### config.mk
export PLATFORM = sky130hd
export DESIGN_NAME = cronometru_control
export DESIGN_NICKNAME = d
export VERILOG_FILES = /design/src/rtl/cronometru_control.sv
export SDC_FILE = /design/constraint.sdc
export NUM_CORES = 1
export LEC_CHECK = 0
export ABC_AREA = 1
export BUFFER_PORTS_ARGS = -buffer_cell sky130_fd_sc_hd__buf_2
export CAP_MARGIN = 30
export CORE_MARGIN = 2
export CORE_UTILIZATION = 60
export DETAILED_ROUTE_END_ITERATION = 7
export GPL_TIMING_DRIVEN = 0
export PLACE_DENSITY = 0.81
export SLEW_MARGIN = 20
export SYNTH_ARGS = -nofsm -noshare
export SYNTH_HDL_FRONTEND = slang
export SYNTH_SLANG_ARGS = --single-unit
export TNS_END_PERCENT = 30
### constraint.sdc
create_clock -name clk -period 5.9 [get_ports clk]
set_clock_uncertainty 0.2 [all_clocks]
set_input_delay 0.59 -clock clk [delete_from_list [all_inputs] [get_ports clk]]
set_output_delay 0.59 -clock clk [all_outputs]
set_load 0.005 [all_outputs]
### src/rtl/cronometru_control.sv
// Stopwatch controller: debounced start/stop and lap/clear buttons drive a
// four-state FSM that gates a 1 Hz prescaler and selects live or lap time for display.
module cronometru_control #(
    parameter int CLK_DIV    = 100000000,
    parameter int DEB_CYCLES = 16
) (
    input  logic        clk,
    input  logic        reset,
    input  logic        btn_ss,
    input  logic        btn_lc,
    input  logic [15:0] live_time,
    output logic        tick,
    output logic        pauza,
    output logic        clr,
    output logic [15:0] disp_time,
    output logic [1:0]  state
);

    localparam int PW = $clog2(CLK_DIV);
    localparam int DW = $clog2(DEB_CYCLES + 1);
    localparam logic [PW-1:0] PRE_LAST = PW'(CLK_DIV - 1);
    localparam logic [DW-1:0] DEB_LAST = DW'(DEB_CYCLES - 1);

    typedef enum logic [1:0] {
        IDLE  = 2'b00,
        RUN   = 2'b01,
        LAP   = 2'b10,
        PAUSE = 2'b11
    } state_t;

    // Index 0 is start/stop, index 1 is lap/clear.
    logic [1:0]    btn;
    logic [1:0]    sync1;
    logic [1:0]    sync2;
    logic [1:0]    deb;
    logic [1:0]    ev;
    logic [DW-1:0] deb_cnt [2];

    assign btn = {btn_lc, btn_ss};

    always_ff @(posedge clk or negedge reset) begin
        if (!reset) begin
            sync1      <= '0;
            sync2      <= '0;
            deb        <= '0;
            ev         <= '0;
            deb_cnt[0] <= '0;
            deb_cnt[1] <= '0;
        end else begin
            sync1 <= btn;
            sync2 <= sync1;
            for (int i = 0; i < 2; i++) begin
                ev[i] <= 1'b0;
                if (sync2[i] != deb[i]) begin
                    if (deb_cnt[i] == DEB_LAST) begin
                        deb[i]     <= sync2[i];
                        deb_cnt[i] <= '0;
                        ev[i]      <= sync2[i];
                    end else begin
                        deb_cnt[i] <= deb_cnt[i] + DW'(1);
                    end
                end else begin
                    deb_cnt[i] <= '0;
                end
            end
        end
    end

    state_t        st;
    state_t        nxt;
    logic          clr_nxt;
    logic          cap;
    logic          counting;
    logic [PW-1:0] presc;
    logic [15:0]   lap;

    // Start/stop has priority when both events land in the same cycle.
    always_comb begin
        nxt     = st;
        clr_nxt = 1'b0;
        cap     = 1'b0;
        case (st)
            IDLE: begin
                if (ev[0])      nxt = RUN;
                else if (ev[1]) clr_nxt = 1'b1;
            end
            RUN: begin
                if (ev[0]) begin
                    nxt = PAUSE;
                end else if (ev[1]) begin
                    nxt = LAP;
                    cap = 1'b1;
                end
            end
            LAP: begin
                if (ev[0])      nxt = PAUSE;
                else if (ev[1]) nxt = RUN;
            end
            PAUSE: begin
                if (ev[0]) begin
                    nxt = RUN;
                end else if (ev[1]) begin
                    nxt     = IDLE;
                    clr_nxt = 1'b1;
                end
            end
            default: nxt = IDLE;
        endcase
    end

    assign counting = (nxt == RUN) || (nxt == LAP);
    assign state    = st;

    // Prescaler holds in PAUSE so a resumed run keeps its partial second.
    always_ff @(posedge clk or negedge reset) begin
        if (!reset) begin
            st        <= IDLE;
            pauza     <= 1'b1;
            clr       <= 1'b0;
            tick      <= 1'b0;
            disp_time <= '0;
            lap       <= '0;
            presc     <= '0;
        end else begin
            st    <= nxt;
            pauza <= !counting;
            clr   <= clr_nxt;
            tick  <= 1'b0;
            if (cap) lap <= live_time;
            disp_time <= (nxt == LAP && !cap) ? lap : live_time;
            if (st == IDLE || clr_nxt) begin
                presc <= '0;
            end else if (counting) begin
                if (presc == PRE_LAST) begin
                    presc <= '0;
                    tick  <= 1'b1;
                end else begin
                    presc <= presc + PW'(1);
                end
            end
        end
    end

endmodule
* Word-level counts from Yosys, hierarchy flattened *
Index checks and enable logic that the tools add are counted.
W data, S select, Z words.

word-level totals
  flip-flop bits (word level) = 82
  input port bits = 20
  output and inout bits = 21
  logic and storage cells = 64

cells by class
  add/subtract/negate cells = 3
  equal/unequal tests = 10
  multiplexer cells = 27
  reduce and logical (&&, ||, !) cells = 10

operator list
  kind                     number
  $mux W27                 3
  $add A27 B1 Y27 const B  1
  $eq A27 B27 Y1 const B   1
  $mux W5                  4
  $mux W16                 1
  $mux W2                  7
  $mux W1                  11
  $add A5 B1 Y5 const B    2
  $eq A5 B4 Y1 const B     2
  $pmux W2 S4              1
  $eq A2 B2 Y1 const B     3
  $eq A2 B1 Y1 const B     2
  $reduce_and A2 Y1        2
  $logic_not A1 Y1         2
  $logic_not A2 Y1         1
  $logic_or A1 B1 Y1       2
  $ne A1 B1 Y1             2
  $reduce_bool A2 Y1       1
  $reduce_or A2 Y1         1
  $logic_and A1 B1 Y1      1

* Longest topological paths before layout *
  word-level depth = 7
  gate-level depth with buffers = 12
  depth with buffers taken out = 11

* Worst setup path after synthesis *
OpenSTA, ideal clock, no wires.

  path kind = reg-to-reg
  start = reg st[1] (netlist: state[1])
  end = reg presc[24]
  setup time = 0.077 ns
  data arrival time = 2.029 ns
  data required time = 5.623 ns
  setup slack = 3.594 ns
  cell stages (with the launch flop) = 11
  buffers on the path = 1
  period minus slack after synthesis = 2.306 ns
  cells stage by stage = dfrtp_1 inv_1 ha_1 a211oi_1 o31ai_1 ha_1 inv_2 nor2_4 buf_2 nand2_1 a21oi_1

on the way
  cells in the longest elaborated chain, start to end = 6
  elaborated cells between the ends (all ways) = 20
  those cells by class = 5 x eq/ne; 10 x mux; 5 x reduce/logical

RTL lines
  what                                          RTL line     RTL
  start: declaration                            69           state_t st;
  start signal: assignment                      125          st <= nxt;
  $mux W2, on equally long branches             102, 90, 97
  $mux W2, on equally long branches             100, 88, 96
  $pmux W2 S4 (*)                               82           case (st)
  named net nxt[1]                              70           state_t nxt;
  $eq A2 B1 Y1 or $eq A2 B2 Y1 (tied branches)  111          assign counting = (nxt == RUN) || (nxt == LAP);
  $logic_or A1 B1 Y1 (*)                        111
  $reduce_bool A2 Y1 (no line) (*)              --
  end signal: assignment                        138          presc <= presc + PW'(1);
  end: declaration                              74           logic [PW-1:0] presc;

The timed path passes the listed nets; every way through them passes the cells marked *.
A chain may end at the register's enable or synchronous reset.

* Worst setup path in the final report *
  start = reg st[1] (netlist: state[1])
  end = reg presc[22]

The elaborated chain is that of the path after synthesis.

==> flow_summary.ini <==
[timing]
tns_ns = 0
finalMaxSlewViolations = 0
slew_headroom = 0.7204
worst_slack_ns = 3.100
worst_pin_slew_ns = 0.4194
period_share = 0.4745
rsz0062_at_grt = no
finalHoldViolations = 0
layout_min_cycle_time_ns = 2.800
setup_viol = 0
fmax_mhz = 357.2

[synth]
yosysWarnings = 0
synthAdderAreaFrac = 0.02784
synth_top_area_frac = 0.5011
syn_inst = 492
synthSimpleGateAreaFrac = 0.2895
synth_common_cells = nand2_1, dfrtp_1, nor2_1
synth_area_um2 = 4045
synthTopCellsByArea = dfrtp_1, nand2_1, nor2_1
synth_compound_area_frac = 0.07393
synth.mux.area_fraction = 0
synth_edf_count = 0
synth_top_family_by_area = simple AND/OR/NAND/NOR gates
synth-seq-cells = 82
seq_area_frac_synth = 0.5076
yosys.area.top_type = dfrtp_1
ys.flop_type = dfrtp_1
async_flop_share = 1.000
syn_area_per_cell_um2 = 8.222
synth_xor_area_frac = 0.03031
yosysMostFrequentCell = nand2_1
synth.distinct_cells = 31
synth_fp_nets = 521

[route]
vias_per_cell = 5.357
first_pass_iters = 5
drt-met1-wl_um = 3782
dr_total_vias = 3359
maxUsedRoutingLayer = met4
post_drt_wl_per_cell_um = 14.08
drt_iter0_markers = 183
met3_length_um = 514
routed_wl_um = 8828
final_antenna_net_count = 0
met2_wirelength_um = 4398
drc = 0

[setup_path]
arrival_ns = 2.90
worstSetupPathType = reg2reg
startpoint_type = flop
critical_path_depth = 10
cp-end-kind = flop
timing.critical_path.cells = inv_1, ha_1, a211oi_1, o31ai_1, ha_1, nor2_1, nand2_1, inv_2, nand3_1, nand2_1
crit_fanout = 5
r2r_cells = 10
cp.required_ns = 6.00
critical_path.slowest_cell = dfrtp_1
slowest_delay_ns = 0.43
cp_top_family = simple AND/OR/NAND/NOR gates
worst-path-buf-inv = 2

[grt]
grt_usage = 0.2577
grt_max_degree = 62
antenna_found_initial = 0
grt_pass1_vias = 3297
grt_remaining_overflow = 0
grt_pass1_wl_um = 14860

[cells_and_area]
drive_above_1_share = 0.1818
antenna_cells = 0
nets = 574
utilization = 0.7152
fillers = 478
areaGrowthSynthToFinish_pct = 13.55

[power_and_ir_drop]
p_per_area_nw_per_um2 = 229.8
p_sw_w = 0.0002597
pwr-share-seq = 0.546
switching_share = 0.2461
power_frac_comb = 0.038
pwr-share-clk = 0.416
ir_worst_vdd_mv = 0.2375
p_leak_nw = 2.217
intPower_w = 0.0007956

[placed_design]
port_buffers = 40
dpl.hpwl_um = 6357
dp_slack_ns = 3.118
gp_congestion = 0.9047

[floorplanning]
coreArea_um2 = 6422
dieArea_um2 = 7415
chipWidth_um = 86.11
io_pins = 41
start_util = 0.6298
die_y_um = 86.11
rows = 29

[clocking]
cts-root-buf = clkbuf_8
cts_setup_buffers = 0
clock_sinks = 82
h-tree-depth = 3
insertion_delay_ns = 0.36
cts_buffers = 9
cts_tree = done
ctsLongestPathBuffers = 2
ctsResizeCount = 0
clkSlewWorstSetupHoldPaths_ns = 0.09

[worst_hold_path]
hold_depth = 1
min_path_type = in2reg

[flow_run]
drv_cap = 0

[status]
status = finished, final reports clean
layer usage:
layer  up-vias  track usage
li1       1657            -
met1      1563       0.3242
met2       120       0.4334
met3        19      0.06064
met4         0      0.09668
met5         -            0
area by class of cell:
class,instances,area [um2],area share
clock inverters,7,87.58,0.01907
well taps,77,96.34,0.02098
repair buffers,42,240.2,0.05230
multi-input cells,339,1705,0.3713
flip-flops and latches,82,2053,0.4470
plain buffers,9,53.80,0.01171
inverters,62,232.7,0.05067
clock buffers,9,123.9,0.02697
power by group through the flow:
stage / logic, W / clock network (W) / registers [W]
final: 0.0000398 / 0.000439 / 0.000576
after global routing: 0.0000462 / 0.000470 / 0.000577
after CTS: 0.0000409 / 0.000447 / 0.000576
after detailed placement: 0.0000402 / 0 / 0.000587
after global placement: 0.0000367 / 0 / 0.000587
after floorplan: 0.0000117 / 0 / 0.000587
cells in the final DEF (no fill, tap or decap), types with 10 or more instances in the layout:
| cell type | instances |
|---|---|
| buf_2 | 43 |
| nand4_1 | 10 |
| o21ai_0 | 22 |
| a21oi_1 | 22 |
| dfrtp_1 | 81 |
| nand2_1 | 122 |
| nand3_1 | 28 |
| xor2_1 | 12 |
| nor2_2 | 16 |
| inv_1 | 58 |
| nor2_1 | 64 |
worst register-to-register path, stage by stage, from the launching register on:
cell	delay (ns)
dfrtp_1	0.43
inv_1	0.16
ha_1	0.24
a211oi_1	0.08
o31ai_1	0.36
ha_1	0.38
nor2_1	0.34
nand2_1	0.24
inv_2	0.17
nand3_1	0.09
nand2_1	0.06
what timing repair did:
action | CTS | global route
endpoints found under the hold margin | 21 | 0
setup endpoints to repair | 0 | 0
hold buffers | 1 | 0
cells by family after synthesis:
| group | count (synthesis) |
|---|---|
| and+or+nand+nor | 260 |
| DFF | 82 |
| AOI/OAI and AO/OA | 56 |
| xor gates and xnor gates | 14 |
| adders and majority gates | 9 |
| buffers and inverters | 71 |
path summary, 6_finish.rpt:
check,startpoint,end,slack [ns]
max,state[1],presc[22],3.10
min,btn_lc,sync1[1],0.13
max reg2reg,state[1],presc[22],3.10
min reg2reg,sync1[0],sync2[0],0.15
max in group asynchronous,reset,pauza,4.45
min in group asynchronous,reset,tick,0.45
per-stage QoR:
stage	power, W	area [um2]	hold WS [ns]	instances
6_report	0.001055	4593	0.1277	627
5_1_grt	0.001093	4593	0.1214	627
4_1_cts	0.001064	4593	0.1122	627
3_5_place_dp	0.0006273	4372	0.1347	610
3_3_place_gp	0.0006237	4342	0.1332	609
2_1_floorplan	0.0005992	4045	0.09441	492
flip-flops by register name, indices dropped and copies added (netlist names):
signal and cells:
presc 27, deb 2, pauza 1, clr 1, state 2, tick 1
deb_cnt 10, sync1 2, ev 2, lap 16, disp_time 16, sync2 2
Note: power is estimated with default switching activity, not from simulation.
